**config.mk**
```make
export PLATFORM = sky130hd
export DESIGN_NAME = beep_melody_seq
export DESIGN_NICKNAME = d
export VERILOG_FILES = /design/src/rtl/beep_pkg.sv /design/src/rtl/beep_song_rom.sv /design/src/rtl/beep_melody_seq.sv
export SDC_FILE = /design/constraint.sdc
export NUM_CORES = 1
export LEC_CHECK = 0
export BUFFER_PORTS_ARGS = -buffer_cell sky130_fd_sc_hd__buf_2
export CAP_MARGIN = 20
export CORE_UTILIZATION = 61
export CTS_CLUSTER_SIZE = 25
export DETAILED_ROUTE_END_ITERATION = 8
export PLACE_DENSITY_LB_ADDON = 0.3
export SYNTH_ARGS = -nofsm -noshare
export SYNTH_HDL_FRONTEND = slang
export SYNTH_SLANG_ARGS = --single-unit
```
**constraint.sdc**
```tcl
create_clock -name clk -period 8.2 [get_ports clk]
set_input_delay 1.64 -clock clk [delete_from_list [all_inputs] [get_ports clk]]
set_output_delay 1.64 -clock clk [all_outputs]
set_load 0.03 [all_outputs]
```
**src/rtl/beep_pkg.sv**
```systemverilog
// Shared constants for the buzzer melody sequencer: pitch periods, song entry layout, FSM encodings.
package beep_pkg;

  localparam int IDX_W     = 5;
  localparam int PITCH_W   = 4;
  localparam int DUR_W     = 2;
  localparam int ENTRY_W   = PITCH_W + DUR_W;
  localparam int PITCH_LSB = DUR_W;
  localparam int DUR_LSB   = 0;

  // Low-octave PWM periods in 50 MHz clk counts
  localparam logic [31:0] L1 = 32'd191130;
  localparam logic [31:0] L2 = 32'd170241;
  localparam logic [31:0] L3 = 32'd151698;
  localparam logic [31:0] L4 = 32'd143183;
  localparam logic [31:0] L5 = 32'd127550;
  localparam logic [31:0] L6 = 32'd113635;
  localparam logic [31:0] L7 = 32'd101234;

  localparam logic [PITCH_W-1:0] REST_LO = 4'd0;
  localparam logic [PITCH_W-1:0] REST_HI = 4'd8;

  typedef logic [2:0] state_t;
  localparam state_t ST_IDLE = 3'd0;
  localparam state_t ST_LOAD = 3'd1;
  localparam state_t ST_PLAY = 3'd2;
  localparam state_t ST_GAP  = 3'd3;
  localparam state_t ST_DONE = 3'd4;

  function automatic logic [ENTRY_W-1:0] mk_entry(input logic [PITCH_W-1:0] pitch,
                                                 input logic [DUR_W-1:0] dur);
    return {pitch, dur};
  endfunction

  // Bit 3 of the pitch code selects the octave above (half period)
  function automatic logic [31:0] pitch_period(input logic [PITCH_W-1:0] pitch);
    logic [31:0] p;
    case (pitch[2:0])
      3'd1:    p = L1;
      3'd2:    p = L2;
      3'd3:    p = L3;
      3'd4:    p = L4;
      3'd5:    p = L5;
      3'd6:    p = L6;
      3'd7:    p = L7;
      default: p = 32'd0;
    endcase
    return pitch[3] ? (p >> 1) : p;
  endfunction

  function automatic logic is_rest(input logic [PITCH_W-1:0] pitch);
    return (pitch == REST_LO) || (pitch == REST_HI);
  endfunction

endpackage

```
**src/rtl/beep_song_rom.sv**
```systemverilog
// Combinational song table: 5-bit index to {pitch, dur} entry, zero latency, no flow control.
// Entries past the tune are rests so any SONG_LEN up to 32 stays silent beyond the melody.
module beep_song_rom
  import beep_pkg::*;
(
  input  logic [IDX_W-1:0]   idx,
  output logic [ENTRY_W-1:0] entry
);

  always_comb begin
    entry = mk_entry(REST_LO, 2'd0);
    case (idx)
      5'd0:    entry = mk_entry(4'd1,  2'd0);
      5'd1:    entry = mk_entry(4'd0,  2'd1);
      5'd2:    entry = mk_entry(4'd9,  2'd0);
      5'd3:    entry = mk_entry(4'd7,  2'd3);
      5'd4:    entry = mk_entry(4'd9,  2'd0);
      5'd5:    entry = mk_entry(4'd10, 2'd0);
      5'd6:    entry = mk_entry(4'd11, 2'd1);
      5'd7:    entry = mk_entry(4'd0,  2'd0);
      5'd8:    entry = mk_entry(4'd12, 2'd0);
      5'd9:    entry = mk_entry(4'd11, 2'd0);
      5'd10:   entry = mk_entry(4'd10, 2'd1);
      5'd11:   entry = mk_entry(4'd8,  2'd0);
      5'd12:   entry = mk_entry(4'd13, 2'd0);
      5'd13:   entry = mk_entry(4'd12, 2'd0);
      5'd14:   entry = mk_entry(4'd11, 2'd0);
      5'd15:   entry = mk_entry(4'd9,  2'd3);
      default: entry = mk_entry(REST_LO, 2'd0);
    endcase
  end

endmodule

```
**src/rtl/beep_melody_seq.sv**
```systemverilog
// Steps the song table driving PWM period/compare/enable; first tone two edges after start.
// No backpressure: stop aborts immediately, start is ignored while busy.
module beep_melody_seq
  import beep_pkg::*;
#(
  parameter int BEAT_CYCLES = 12_500_000,
  parameter int GAP_CYCLES  = 1_250_000,
  parameter int SONG_LEN    = 16,
  parameter int VOL_SHIFT   = 1
) (
  input  logic        clk,
  input  logic        rst,
  input  logic        start,
  input  logic        stop,
  input  logic        loop,
  output logic [31:0] counter_arr,
  output logic [31:0] counter_ccr,
  output logic        pwm_en,
  output logic        busy,
  output logic        done,
  output logic [4:0]  note_idx
);

  localparam int CW = $clog2(4 * BEAT_CYCLES);
  localparam logic [CW-1:0]    GAP_C    = CW'(GAP_CYCLES);
  localparam logic [IDX_W-1:0] LAST_IDX = IDX_W'(SONG_LEN - 1);

  state_t                state;
  logic [CW-1:0]         cnt;
  logic [DUR_W-1:0]      dur_q;
  logic [CW-1:0]         note_last;
  logic [CW-1:0]         play_last;
  logic [ENTRY_W-1:0]    entry;
  logic [PITCH_W-1:0]    pitch;
  logic [31:0]           period;

  beep_song_rom u_rom (
    .idx   (note_idx),
    .entry (entry)
  );

  assign pitch  = entry[PITCH_LSB +: PITCH_W];
  assign period = pitch_period(pitch);
  assign busy   = (state != ST_IDLE);

  // One counter spans the whole note; the tone stops GAP_CYCLES before its end
  always_comb begin
    case (dur_q)
      2'd0:    note_last = CW'(1 * BEAT_CYCLES - 1);
      2'd1:    note_last = CW'(2 * BEAT_CYCLES - 1);
      2'd2:    note_last = CW'(3 * BEAT_CYCLES - 1);
      default: note_last = CW'(4 * BEAT_CYCLES - 1);
    endcase
    play_last = note_last - GAP_C;
  end

  always_ff @(posedge clk or posedge rst) begin
    if (rst) begin
      state       <= ST_IDLE;
      cnt         <= '0;
      dur_q       <= '0;
      counter_arr <= '0;
      counter_ccr <= '0;
      pwm_en      <= 1'b0;
      done        <= 1'b0;
      note_idx    <= '0;
    end else begin
      done <= 1'b0;
      if (stop && state != ST_IDLE) begin
        state    <= ST_IDLE;
        pwm_en   <= 1'b0;
        note_idx <= '0;
        cnt      <= '0;
      end else begin
        case (state)
          ST_IDLE: begin
            if (start && !stop) begin
              state    <= ST_LOAD;
              note_idx <= '0;
            end
          end
          ST_LOAD: begin
            counter_arr <= period;
            counter_ccr <= period >> VOL_SHIFT;
            pwm_en      <= !is_rest(pitch);
            dur_q       <= entry[DUR_LSB +: DUR_W];
            cnt         <= '0;
            state       <= ST_PLAY;
          end
          ST_PLAY: begin
            cnt <= cnt + 1'b1;
            if (cnt == play_last) begin
              state  <= ST_GAP;
              pwm_en <= 1'b0;
            end
          end
          ST_GAP: begin
            if (cnt == note_last) begin
              cnt <= '0;
              if (note_idx != LAST_IDX) begin
                note_idx <= note_idx + 1'b1;
                state    <= ST_LOAD;
              end else if (loop) begin
                note_idx <= '0;
                state    <= ST_LOAD;
              end else begin
                state <= ST_DONE;
                done  <= 1'b1;
              end
            end else begin
              cnt <= cnt + 1'b1;
            end
          end
          ST_DONE: begin
            state    <= ST_IDLE;
            pwm_en   <= 1'b0;
            note_idx <= '0;
          end
          default: state <= ST_IDLE;
        endcase
      end
    end
  end

endmodule
```
== Word-level counts from Yosys, hierarchy flattened ==
Memories as Yosys holds them, arrays and structs flattened.
Cells that the tools add are included.
Cells by class
  $lt $le $gt $ge: 0
  muxes and demuxes: 28
  shift-type cells: 0
  $add $sub $neg: 3
  equal/unequal tests: 21
  reductions and logical operators: 16
  bitwise operators: 1
  div/mod/pow operators: 0
  multipliers: 0
Operator list (number)
  26-bit case mux with 3 select lines: 2
  18-bit case mux with 7 select lines: 1
  26-bit equality test: 2
  26-bit two-way mux: 2
  32-bit two-way mux: 1
  26-bit by 1-bit adder with 26-bit output (second input constant): 1
  26-bit by 21-bit subtractor with 26-bit output (second input constant): 1
  5-bit two-way mux: 5
  3-bit two-way mux: 6
  3-bit equality test (second input constant): 5
  5-bit case mux with 3 select lines: 1
  3-bit by 2-bit equality test with 1-bit output (second input constant): 4
  3-bit case mux with 4 select lines: 1
  4-bit nonzero test: 3
  3-bit != test (second input constant): 3
  1-bit two-way mux: 7
  3-bit by 1-bit equality test with 1-bit output (second input constant): 2
  6-bit two-way mux: 1
  5-bit by 1-bit adder with 5-bit output (second input constant): 1
  5-bit by 4-bit != test with 1-bit output (second input constant): 1
  4-bit equality test (second input constant): 1
  4-bit logical NOT: 1
  4-bit != test (second input constant): 1
  2-bit AND reduction: 2
  12 further kinds: 14
Word-level totals
  register bits: 101
  memory bits (read-only): 96
  latch bits: 0
  memories kept: 1
  RAM bits: 0
Memories
  (name not given): words 16, width 6, read ports 1, clocked after Yosys merged registers in 0, write ports 0, line beep_song_rom.sv:12  | case (idx)

== Logic depth before layout (Yosys ltp) ==
  depth in word-level cells: 7
  gate-level depth with buffers: 9
  mapped depth without buffers: 8

== Cells and area by module ==
From an unflattened synthesis, not the netlist that was laid out.
Second synthesis, totals
  cell total of the unflattened synthesis: 485
  area, all modules: 4042.6 sq um
By module, submodules not included
  beep_melody_seq: area each 3807.4 sq um, times used 1, cells an instance 451
  beep_song_rom: area each 235.2 sq um, times used 1, cells an instance 34

== Least setup slack after synthesis ==
No wires, ideal clock.
  path type: input to register
  from: input stop
  to: register cnt[20]
  data required time: 8.082 ns
  arrival: 3.321 ns
  path slack: 4.761 ns
  stages on the path: 8
  library setup time: 0.118 ns
  cells stage by stage: clkbuf_1 > nand2b_1 > nand3_1 > or4_1 > clkbuf_1 > or3_1 > xor2_1 > nor2_1
On the way
  word-level cells in the longest chain between the ends: 2
  elaborated cells between the ends (all ways): 3
  those cells by class: 1 x mux; 2 x reduce/logical
RTL lines
  from (decl): line beep_melody_seq.sv:14  | input logic stop,
  1-bit logical AND (*): line beep_melody_seq.sv:69  | if (stop && state != ST_IDLE) begin
  4-bit nonzero test (no source line) / 26-bit two-way mux (equally long branches)
  to (signal assigned): line beep_melody_seq.sv:91  | cnt <= cnt + 1'b1;
  to (signal assigned): line beep_melody_seq.sv:111  | cnt <= cnt + 1'b1;
  to (decl): line beep_melody_seq.sv:29  | logic [CW-1:0] cnt;
Every way passes the cells marked *; elsewhere a longest branch is shown, timed or not.
A chain may end at the register's enable or synchronous reset.

== Worst setup path in the final report ==
  from: register dur_q[0]
  to: register cnt[14]
On the way
  word-level cells in the longest chain between the ends: 6
  elaborated cells between the ends (all ways): 8
  those cells by class: 3 x eq/ne; 4 x mux; 1 x reduce/logical
RTL lines
  from (decl): line beep_melody_seq.sv:30  | logic [DUR_W-1:0] dur_q;
  from (signal assigned): line beep_melody_seq.sv:86  | dur_q <= entry[DUR_LSB +: DUR_W];
  2-bit equality test (tied with other cells): line beep_melody_seq.sv:48  | case (dur_q)
  26-bit case mux with 3 select lines (*): line beep_melody_seq.sv:48
  26-bit equality test (*): line beep_melody_seq.sv:98  | if (cnt == note_last) begin
  26-bit two-way mux (*): line beep_melody_seq.sv:98
  26-bit case mux with 3 select lines (*): line beep_melody_seq.sv:75  | case (state)
  26-bit two-way mux (*): line beep_melody_seq.sv:69
Marks and branches as above.

==> metrics.txt <==
number of flops mapped to enable cells by yosys=0; R2R setup slack=4.70 ns; synth top area cells=dfrtp_1 (35%), buf_4 (8.7%), nor2_1 (5.8%); post-synthesis cell count=467; H-tree depth=2; final non-filler cell total=561; Leak=1.81 nW; I/O pin total=77; FMAX=285 MHz; run status=finished, final reports clean; worst path required time=8.37 ns; Fillers=550; synthesis-to-finish area growth=2.57%; largest net degree at the start of global routing=57; DR iter-0 viols=198; Final Cycle Share=42.7%; global-route wire length before repair=13.8 mm; clock sinks=56; critical path peak fanout=25; root buffer cell=clkbuf_8; Multi-input gate area=2180 sq um; DR vias=3200; area of the core=6310 sq um; top cells by count, synth=nor2_1 (62), dfrtp_1 (56), buf_4 (46), nand2_1 (30), o21ai_0 (26); share of synthesized registers carrying an async set or reset=100%; Synth Cell Area=3990 sq um; Global Route Usage Sum=24.0%; reg2reg start=dur_q[0]$_DFFE_PP0P_; DRC Markers=0; leading area contributor after synthesis=dfrtp_1; initial antenna violation count=0; DP Area=4000 sq um; placed cells=553; PortBufs=47; # hold bufs at CTS=0; Post-layout nets=503; sequential share of the synthesized area=35.1%; share of cells above drive strength 1=14.7%; # setup viols final=0; CP arrival=3.67 ns; Overflow after GRT=0; DR vias/cell=5.70; crit start category=flip-flop; Slew @ Worst Pin=0.866 ns; Final Max Tran Viols=0; Clock Latency Late Sink=0.31 ns; CP startpoint=dur_q[0]$_DFFE_PP0P_; crit end category=flip-flop; Slew HR=42.2%; Post-CTS Setup Bufs=0; PD cells=194 nW/um^2; Gates resized, CTS repair=0; CTS buffer count=5; Worst Skew=0.00618 ns; Hold Vio Cnt, Final=0; DIE WIDTH=82.9 microns; Initial Util=63.2%; worst vdd ir=0.195 mV; count leader, synth=nor2_1; Setup Crit Path Kind=reg -> reg; top-area cell type share of the netlist area=35.1%; GPL Wtd Cong=0.841; minimum clock period=3.50 ns; Synth warnings=0; die footprint=6860 sq um; HP Class=reg -> reg; Max Cap Viol=0; DR WL/cell=14.1 microns; row count=29; CTS tree=yes; Yosys cell types=63; vias in the first global route=2910; DRT Pass-1 Iters=5; final instance area=4090 sq um; Synth Flop Type=dfrtp_1; Yosys reg bits=56; setup TNS=0 ns; antenna viol nets, final=0; total power=0.794 mW; Total Wirelength=7.91 mm; clock-pin transition on the worst setup and hold timing paths=0.10 ns; Hold Crit Start=counter_arr[13]$_DFFE_PP0P_; clock buffer depth=2; number of diodes=0; Die H=82.9 microns; RSZ-0062 raised after global routing=false; hpwl dp=5.66 mm; Avg Cell Area, Syn=8.54 sq um; FF/Latch Area=1400 sq um
-- report_power, final --
group          internal [mW]  switching, mW
clock network         0.0692         0.0874
registers              0.314         0.0301
logic                 0.0762          0.218
-- flip-flops by register name, summed over array words and instances, names as in the netlist --
signal and count:
counter_ccr 1, pwm_en 1, state 3, counter_arr 17
cnt 26, dur_q 2, done 1, note_idx 5
-- worst paths after layout --
check | cells past startpoint | endpoint
hold / removal | 2 | counter_arr[13]$_DFFE_PP0P_
setup / recovery | 8 | cnt[14]$_DFFE_PP0P_
hold reg to reg | 2 | counter_arr[13]$_DFFE_PP0P_
min in group asynchronous | 3 | counter_arr[2]$_DFFE_PP0P_
max in group asynchronous | 3 | cnt[8]$_DFFE_PP0P_
setup reg to reg | 8 | cnt[14]$_DFFE_PP0P_
-- per-stage QoR --
step                util (%)  worst slack, ns  hold slack, ns
finish                  64.8             4.70           0.497
global route            64.8             4.47           0.517
CTS                     64.8             4.70           0.500
detailed placement      63.4             4.70           0.476
global placement        63.4             4.74           0.477
floorplan                  -             4.76           0.520
-- cell type report --
type	instances	area share (%)
flip-flops and latches	56	34.3
multi-input cells	355	53.4
repair buffers	51	6.49
well taps	77	2.36
inverters	14	1.28
clock buffers	8	2.20
-- cell families after synthesis --
group	share of synthesized area, %
AND/OR/NAND/NOR	21.9
buffers and inverters	12.7
multiplexers	1.79
AO/OA/AOI/OAI	15.0
other	0.0940
adder cells (fa/ha/maj)	5.21
XOR/XNOR	8.13
flip-flops	35.1
-- placed cells by master, fill, tap and decap left out, drive strengths merged, types with 4 or more instances in the layout --
master,Yosys,routed
nor2,63,63
a22o,4,4
nand3,14,14
xor2,15,15
xnor2,22,22
nand2,30,30
or3,6,6
conb,1,29
o21ai,26,26
nand4,7,7
dfrtp,56,56
a21oi,20,20
buf,55,51
nand2b,11,11
inv,14,14
nor4,5,5
o22ai,4,4
clkbuf,15,8
or2,5,5
mux2i,6,6
ha,15,15
nor3,14,14
-- critical path, cell delays in order (launching register included) --
cell and delay [ns]:
dfrtp_1 0.48, inv_1 0.13, ha_1 0.39, or3b_1 0.39, a211o_1 0.28, a2111oi_2 0.47, nand3_2 0.32, a32oi_4 0.78
nor2_1 0.12
-- per-layer routing --
metal / vias to the layer above / wire length [microns] / track usage (%)
met5: - / 0 / 0
met4: 0 / 125 / 7.52
met3: 12 / 340 / 4.08
li1: 1572 / - / -
met2: 99 / 3590 / 35.9
met1: 1517 / 3850 / 35.7
(Power assumes the default switching activity.)
